### src/rtl/lsu_pkg.sv
// Shared definitions for the load/store unit: funct3 codes,
// FSM state type and the alignment helper.
package lsu_pkg;

    localparam logic [2:0] F3_B  = 3'b000;
    localparam logic [2:0] F3_H  = 3'b001;
    localparam logic [2:0] F3_W  = 3'b010;
    localparam logic [2:0] F3_BU = 3'b100;
    localparam logic [2:0] F3_HU = 3'b101;

    typedef enum logic {
        IDLE  = 1'b0,
        WRITE = 1'b1
    } lsu_state_t;

    // funct3[1:0] carries the access size for every legal encoding.
    function automatic logic is_misaligned(
        input logic [2:0] f3,
        input logic [1:0] off
    );
        logic r;
        unique case (f3[1:0])
            2'b01:   r = off[0];
            2'b10:   r = |off;
            default: r = 1'b0;
        endcase
        return r;
    endfunction

endpackage

### src/rtl/lsu_rmw_if.sv
// Core request / response and data-memory bus of the LSU.
// slave: the LSU side; master: core plus memory (testbench).
interface lsu_rmw_if #(
    parameter int ADDR_W = 32
);
    logic              req_valid;
    logic              req_we;
    logic [2:0]        req_funct3;
    logic [ADDR_W-1:0] req_addr;
    logic [31:0]       req_wdata;
    logic              stall;
    logic [31:0]       load_data;
    logic              fault;
    logic              fault_sticky;
    logic              mem_we;
    logic [31:0]       mem_addr;
    logic [31:0]       mem_wd;
    logic [31:0]       mem_rd;

    modport slave (
        input  req_valid, req_we, req_funct3, req_addr, req_wdata,
        input  mem_rd,
        output stall, load_data, fault, fault_sticky,
        output mem_we, mem_addr, mem_wd
    );

    modport master (
        output req_valid, req_we, req_funct3, req_addr, req_wdata,
        output mem_rd,
        input  stall, load_data, fault, fault_sticky,
        input  mem_we, mem_addr, mem_wd
    );
endinterface

### src/rtl/lsu_rmw_align.sv
// Byte/halfword lane logic: load extract + extend, store merge.
// Ports: funct3_i, off_i, rd_i, wdata_i -> ld_o, st_o.
module lsu_align
    import lsu_pkg::*;
(
    input  logic [2:0]  funct3_i,
    input  logic [1:0]  off_i,
    input  logic [31:0] rd_i,
    input  logic [31:0] wdata_i,
    output logic [31:0] ld_o,
    output logic [31:0] st_o
);

    logic [7:0]  byte_sel;
    logic [15:0] half_sel;

    always_comb begin
        byte_sel = rd_i[7:0];
        case (off_i)
            2'd0:    byte_sel = rd_i[7:0];
            2'd1:    byte_sel = rd_i[15:8];
            2'd2:    byte_sel = rd_i[23:16];
            default: byte_sel = rd_i[31:24];
        endcase
        half_sel = off_i[1] ? rd_i[31:16] : rd_i[15:0];
    end

    always_comb begin
        ld_o = 32'h0;
        case (funct3_i)
            F3_B:    ld_o = {{24{byte_sel[7]}}, byte_sel};
            F3_H:    ld_o = {{16{half_sel[15]}}, half_sel};
            F3_W:    ld_o = rd_i;
            F3_BU:   ld_o = {24'h0, byte_sel};
            F3_HU:   ld_o = {16'h0, half_sel};
            default: ld_o = 32'h0;
        endcase
    end

    // Sub-word stores overwrite one lane of the old word.
    always_comb begin
        st_o = wdata_i;
        case (funct3_i)
            F3_B: begin
                st_o = rd_i;
                case (off_i)
                    2'd0:    st_o[7:0]   = wdata_i[7:0];
                    2'd1:    st_o[15:8]  = wdata_i[7:0];
                    2'd2:    st_o[23:16] = wdata_i[7:0];
                    default: st_o[31:24] = wdata_i[7:0];
                endcase
            end
            F3_H: begin
                st_o = rd_i;
                if (off_i[1]) st_o[31:16] = wdata_i[15:0];
                else          st_o[15:0]  = wdata_i[15:0];
            end
            default: st_o = wdata_i;
        endcase
    end

endmodule

### src/rtl/lsu_rmw.sv
// Load/store unit: loads and SW in one cycle, SB/SH as read-modify-write.
// Ports: clk, rst_n, bus (lsu_rmw_if.slave: request, response, memory).
module lsu_rmw
    import lsu_pkg::*;
#(
    parameter int MEM_WORDS = 128,
    parameter int ADDR_W    = 32
) (
    input logic        clk,
    input logic        rst_n,
    lsu_rmw_if.slave   bus
);

    localparam logic [ADDR_W-1:0] LIMIT = ADDR_W'(MEM_WORDS * 4);

    lsu_state_t  state_q, state_d;
    logic [31:0] merge_q, merge_d;
    logic [31:0] waddr_q, waddr_d;
    logic        sticky_q;

    logic        idle;
    logic        act;
    logic        f3_ld_ok;
    logic        f3_st_ok;
    logic        illegal;
    logic        misal;
    logic        oor;
    logic        flt;
    logic        go;
    logic        do_sw;
    logic        do_sub;
    logic        do_ld;
    logic [31:0] req_word;
    logic [31:0] ld_ext;
    logic [31:0] st_merge;

    lsu_align u_align (
        .funct3_i (bus.req_funct3),
        .off_i    (bus.req_addr[1:0]),
        .rd_i     (bus.mem_rd),
        .wdata_i  (bus.req_wdata),
        .ld_o     (ld_ext),
        .st_o     (st_merge)
    );

    // Request decode; requests are ignored while WRITE is in flight.
    always_comb begin
        idle     = (state_q == IDLE);
        act      = bus.req_valid & idle;
        f3_ld_ok = (bus.req_funct3 == F3_B)  ||
                   (bus.req_funct3 == F3_H)  ||
                   (bus.req_funct3 == F3_W)  ||
                   (bus.req_funct3 == F3_BU) ||
                   (bus.req_funct3 == F3_HU);
        f3_st_ok = (bus.req_funct3 == F3_B)  ||
                   (bus.req_funct3 == F3_H)  ||
                   (bus.req_funct3 == F3_W);
        illegal  = bus.req_we ? !f3_st_ok : !f3_ld_ok;
        misal    = is_misaligned(bus.req_funct3, bus.req_addr[1:0]);
        oor      = (bus.req_addr >= LIMIT);
        flt      = act & (illegal | misal | oor);
        go       = act & !flt;
        do_ld    = go & !bus.req_we;
        do_sw    = go & bus.req_we & (bus.req_funct3 == F3_W);
        do_sub   = go & bus.req_we & (bus.req_funct3 != F3_W);
        req_word = 32'(bus.req_addr) & ~32'h3;
    end

    always_comb begin
        state_d = state_q;
        merge_d = merge_q;
        waddr_d = waddr_q;
        unique case (state_q)
            IDLE: begin
                if (do_sub) begin
                    state_d = WRITE;
                    merge_d = st_merge;
                    waddr_d = req_word;
                end
            end
            WRITE: state_d = IDLE;
            default: state_d = IDLE;
        endcase
    end

    always_ff @(posedge clk or negedge rst_n) begin
        if (!rst_n) begin
            state_q  <= IDLE;
            merge_q  <= 32'h0;
            waddr_q  <= 32'h0;
            sticky_q <= 1'b0;
        end else begin
            state_q  <= state_d;
            merge_q  <= merge_d;
            waddr_q  <= waddr_d;
            sticky_q <= sticky_q | flt;
        end
    end

    // rst_n gating keeps the memory quiet for the whole reset pulse.
    always_comb begin
        bus.fault        = flt;
        bus.fault_sticky = sticky_q;
        bus.stall        = rst_n & do_sub;
        bus.mem_we       = rst_n & (do_sw | !idle);
        bus.mem_addr     = idle ? req_word : waddr_q;
        bus.mem_wd       = idle ? bus.req_wdata : merge_q;
        bus.load_data    = do_ld ? ld_ext : 32'h0;
    end

endmodule

### src/flat_wrapper.sv
// flat-port wrapper written by rule: the top's interface ports become plain ports
module lsu_rmw_flat import lsu_pkg::*;
#(
    parameter int MEM_WORDS = 128,
    parameter int ADDR_W    = 32
)
  (clk, rst_n, bus_req_valid, bus_req_we, bus_req_funct3, bus_req_addr, bus_req_wdata, bus_mem_rd, bus_stall, bus_load_data, bus_fault, bus_fault_sticky, bus_mem_we, bus_mem_addr, bus_mem_wd);
  lsu_rmw_if #(.ADDR_W(ADDR_W)) bus_i ();
  input logic clk;
  input logic rst_n;
  input wire logic [$bits(bus_i.req_valid)-1:0] bus_req_valid;
  input wire logic [$bits(bus_i.req_we)-1:0] bus_req_we;
  input wire logic [$bits(bus_i.req_funct3)-1:0] bus_req_funct3;
  input wire logic [$bits(bus_i.req_addr)-1:0] bus_req_addr;
  input wire logic [$bits(bus_i.req_wdata)-1:0] bus_req_wdata;
  input wire logic [$bits(bus_i.mem_rd)-1:0] bus_mem_rd;
  output wire logic [$bits(bus_i.stall)-1:0] bus_stall;
  output wire logic [$bits(bus_i.load_data)-1:0] bus_load_data;
  output wire logic [$bits(bus_i.fault)-1:0] bus_fault;
  output wire logic [$bits(bus_i.fault_sticky)-1:0] bus_fault_sticky;
  output wire logic [$bits(bus_i.mem_we)-1:0] bus_mem_we;
  output wire logic [$bits(bus_i.mem_addr)-1:0] bus_mem_addr;
  output wire logic [$bits(bus_i.mem_wd)-1:0] bus_mem_wd;
  assign bus_i.req_valid = bus_req_valid;
  assign bus_i.req_we = bus_req_we;
  assign bus_i.req_funct3 = bus_req_funct3;
  assign bus_i.req_addr = bus_req_addr;
  assign bus_i.req_wdata = bus_req_wdata;
  assign bus_i.mem_rd = bus_mem_rd;
  assign bus_stall = bus_i.stall;
  assign bus_load_data = bus_i.load_data;
  assign bus_fault = bus_i.fault;
  assign bus_fault_sticky = bus_i.fault_sticky;
  assign bus_mem_we = bus_i.mem_we;
  assign bus_mem_addr = bus_i.mem_addr;
  assign bus_mem_wd = bus_i.mem_wd;
  lsu_rmw #(.MEM_WORDS(MEM_WORDS), .ADDR_W(ADDR_W)) u_core (.clk(clk), .rst_n(rst_n), .bus(bus_i));
endmodule
### config.mk
export PLATFORM = sky130hd
export DESIGN_NAME = lsu_rmw_flat
export DESIGN_NICKNAME = d
export VERILOG_FILES = /design/src/rtl/lsu_pkg.sv /design/src/rtl/lsu_rmw_if.sv /design/src/rtl/lsu_rmw_align.sv /design/src/rtl/lsu_rmw.sv /design/src/flat_wrapper.sv
export SDC_FILE = /design/constraint.sdc
export NUM_CORES = 1
export LEC_CHECK = 0
export BUFFER_PORTS_ARGS = -buffer_cell sky130_fd_sc_hd__buf_4
export CAP_MARGIN = 30
export CELL_PAD_IN_SITES_DETAIL_PLACEMENT = 2
export CELL_PAD_IN_SITES_GLOBAL_PLACEMENT = 2
export CORE_MARGIN = 8
export CORE_UTILIZATION = 29
export CTS_BUF_LIST = sky130_fd_sc_hd__clkbuf_8
export DETAILED_ROUTE_END_ITERATION = 8
export PLACE_DENSITY = 0.81
export SLEW_MARGIN = 25
export SYNTH_ARGS = -nofsm -noshare
export SYNTH_HDL_FRONTEND = slang
export SYNTH_SLANG_ARGS = --single-unit
### constraint.sdc
create_clock -name clk -period 2.9 [get_ports clk]
set_input_delay 0.29 -clock clk [delete_from_list [all_inputs] [get_ports clk]]
set_output_delay 0.29 -clock clk [all_outputs]
set_load 0.01 [all_outputs]
==> summary.md <==
| Metric | Value |
|---|---|
| Status | `complete, no violations` |
| Max frequency | `approximately 360 MHz` |
| Gr usage total | `0.206` |
| Crit end category | `output port` |
| Post-route insts no fill | `903` |
| Port bufs | `200` |
| Routed via count | `4879` |
| Sequential cell area | `0.00160 mm2` |
| Synth Area in Compound Gates | `0.199` |
| Setup violations, final | `0` |
| Die width | `about 140 um` |
| Crit path time final | `about 2.8 ns` |
| Skew-Pair Late Insertion Delay | `0.36 ns` |
| FF+latch count, synth | `64` |
| Clock Tree Buf Depth | `2` |
| Reg clk slew, reported paths | `0.09 ns` |
| Syn-to-layout area delta | `41.5%` |
| Critical setup path kind | `input port to output port` |
| Ys Warns | `0` |
| Power per cell area | `332 mW/mm2` |
| WP data required | `2.61 ns` |
| Adder-Cell Fraction of Synth Area | `0.00791` |
| Worst slew margin | `0.403` |
| Final instance area | `0.00671 mm2` |
| Syn Inst Count | `497` |
| Fill cells | `1775` |
| Core box area | `0.0159 mm2` |
| Worst hold-check path type | `input port to flop` |
| Synth Area in Simple Gates | `0.123` |
| Largest family of logic cells by synthesized area | `multiplexers` |
| # nets final | `788` |
| Placed Area | `0.00652 mm2` |
| Crit-path max FO | `19` |
| First DRT Iteration DRCs | `210` |
| Final Cycle Share | `0.959` |
| Mux contribution to synthesized area | `0.289` |
| I/O pins | `203` |
| Pre-antenna DRT Iters | `5` |
| Xor/xnor share of the synthesized area | `0` |
| Placed Instances | `slightly below 900` |
| Buf/Inv on CP | `3` |
| Post-DP HPWL | `17000 um` |
| Placement Setup Slack | `-0.0221 ns` |
| Routability cong. | `about 0.81` |
| Diode count | `0` |
| Worst Setup Slack, final | `0.119 ns` |
| Final hold vios | `0` |
| Critical path arrival | `approximately 2.5 ns` |
| CTS buffer count | `9` |
| Seq/Total Area, Yosys | `0.338` |
| Largest net degree at the start of global routing | `64` |
| DRC Markers | `0` |
| Slew Viols, Final | `0` |
| Share of layout cells above drive strength 1 | `0.501` |
| Die area | `0.0207 mm2` |
| Post-route ant nets | `0` |
| Clk sinks | `64` |
| Routed vias/inst | `5.40` |
| Post-Syn Area | `0.00474 mm2` |
| Most used cell, CP | `buf_4` |
| Initial antenna violation count | `0` |
| Vias in the first global route | `between 5000 and 6000` |
| CTS tree | `yes` |
| First-pass GRT wire length | `32600 um` |
| Die height | `144 um` |
| Site Rows | `46` |
| Tightest Pin Transition | `0.894 ns` |
| Post-Route Hold Slack | `0.162 ns` |
| RSZ-0062 raised after global routing | `false` |
| Syn avg cell area | `roughly 9.5 um2` |
| Max Cap Viol | `0` |
| DRT Wirelength | `about 22000 um` |
| Grt total ovfl | `0` |
| Footprint of the multi-input gates | `0.00299 mm2` |
| CTS H-Tree Depth | `3` |
| Startpoint Class | `input port` |
| Clk Tree Root Cell | `clkbuf_8` |
| Slowest stage delay, CP | `0.43 ns` |
| CP Cell Sequence | `buf_4 > nor4_1 > nand4_1 > nor4_4 > o311ai_4 > buf_4 > a21oi_1 > buf_4` |
| Netlist cell types | `approximately 40` |
| Leak | `3.13 nW` |
| Initial core utilization | `0.298` |
| # Post-CTS Setup Buffers | `0` |
| Max stage delay cell, worst path | `nor4_4` |
| Max Clock Skew | `roughly 0.0090 ns` |
| Peak supply drop | `between 150 and 200 uV` |
| Avg WL per Cell | `24.0 um` |
| Cell family with the largest share of critical-path delay | `simple AND/OR/NAND/NOR gates` |
==> cells by family after synthesis <==
family	count (synthesis)
and+or+nand+nor	120
DFF	64
AOI/OAI and AO/OA	135
adders and majority gates	3
other	1
muxes	124
buffers and inverters	50
==> layout make-up <==
cell class,instances,share of cell area
clock inverter,6,0.00652
timing repair buffer,217,0.245
sequential,64,0.239
tap,216,0.0403
clock buffer,10,0.0205
inverter,6,0.00336
multi-input combinational,384,0.446
==> Yosys cell counts <==
library cell  number  area (um2)
and3_1             1        6.26
buf_4              2        15.0
buf_1              3        11.3
a41oi_1            1        8.76
dfrtp_1           64        1600
nand3b_1           1        7.51
nor2_1            34         128
nor4_4             1        21.3
o221ai_1           7        61.3
inv_1              4        15.0
mux2i_1           21         210
a32oi_1            2        17.5
mux2_2           103        1160
o21a_1             2        15.0
a31oi_1           17         106
o311ai_1           2        17.5
nand2_1           36         135
a222oi_1           9        90.1
clkinv_1           2        7.51
o41ai_1            1        8.76
clkbuf_1          33         124
nor3_1             4        20.0
nand3_1            1        5.00
buf_2              6        30.0
o2bb2ai_1          7        61.3
nand4_1            1        6.26
conb_1             1        3.75
o21bai_1           1        7.51
or2_2              1        6.26
o31a_1             7        61.3
ha_1               3        37.5
nand2_2            1        6.26
a21oi_1           44         220
o21ai_0            5        25.0
a22oi_1           22         165
nor4_1             5        31.3
and2_1            24         150
nand2b_1           7        43.8
a221o_1            7        70.1
nor2b_1            3        18.8
o211ai_1           1        7.51
==> layer usage <==
metal  GRT usage  routed length (um)
met1       0.239                8700
met2       0.352               10900
met3      0.0468                1420
met4      0.0957                 678
met5           0                   0
==> worst paths after layout <==
check	slack [ns]	start	to	cells past startpoint
worst max register to register	1.29	u_core.state_q	u_core.merge_q[6]	5
worst min-delay path	0.16	bus_req_addr[2]	u_core.waddr_q[2]	2
max in group asynchronous	1.60	rst_n	u_core.waddr_q[20]	3
worst min register to register	0.48	u_core.bus.fault_sticky	u_core.bus.fault_sticky	1
worst max-delay path	0.12	bus_req_addr[27]	bus_load_data[28]	8
min in group asynchronous	0.42	rst_n	u_core.waddr_q[29]	2
==> timing repair <==
item                                   in CTS  in global routing
hold buffers                                1                  0
setup endpoints to repair                   4                  0
resized for setup                           1                  0
endpoints found under the hold margin      23                  0
==> sequential cells by signal (all words and copies together), names as in the netlist <==
| name | cells |
|---|---|
| u_core.waddr_q | 30 |
| u_core.state_q | 1 |
| u_core.bus.fault_sticky | 1 |
| u_core.merge_q | 32 |
==> cells in the final DEF, fill, tap and decap left out, drive strengths merged, types with 3 or more instances in the layout <==
cell type,synthesis,layout
inv,4,5
nor3,4,4
a222oi,9,9
nor2,34,34
clkinv,2,3
o221ai,7,7
o2bb2ai,7,7
buf,11,216
ha,3,3
a22oi,22,22
dfrtp,64,64
o21ai,5,5
mux2,103,103
a21oi,44,44
clkbuf,33,10
mux2i,21,21
a31oi,17,17
and2,24,24
clkinvlp,0,4
nand2b,7,7
nand2,37,37
o31a,7,7
nor4,6,6
a221o,7,7
nor2b,3,3
==> power breakdown <==
| part | internal, mW | switching, mW |
|---|---|---|
| clock network | 0.335 | 0.415 |
| logic | 0.281 | 0.305 |
| registers | 0.892 | 0.000000212 |
| total | 1.51 | 0.720 |
==> per-stage QoR <==
step                       util  total power, mW  TNS, ns
after floorplan               -             1.17        0
after global placement    0.408             1.47        0
after detailed placement  0.409             1.49  -0.0221
after CTS                 0.421             2.27        0
after global routing      0.421             2.33        0
final                     0.421             2.23        0
(Power assumes the default switching activity.)
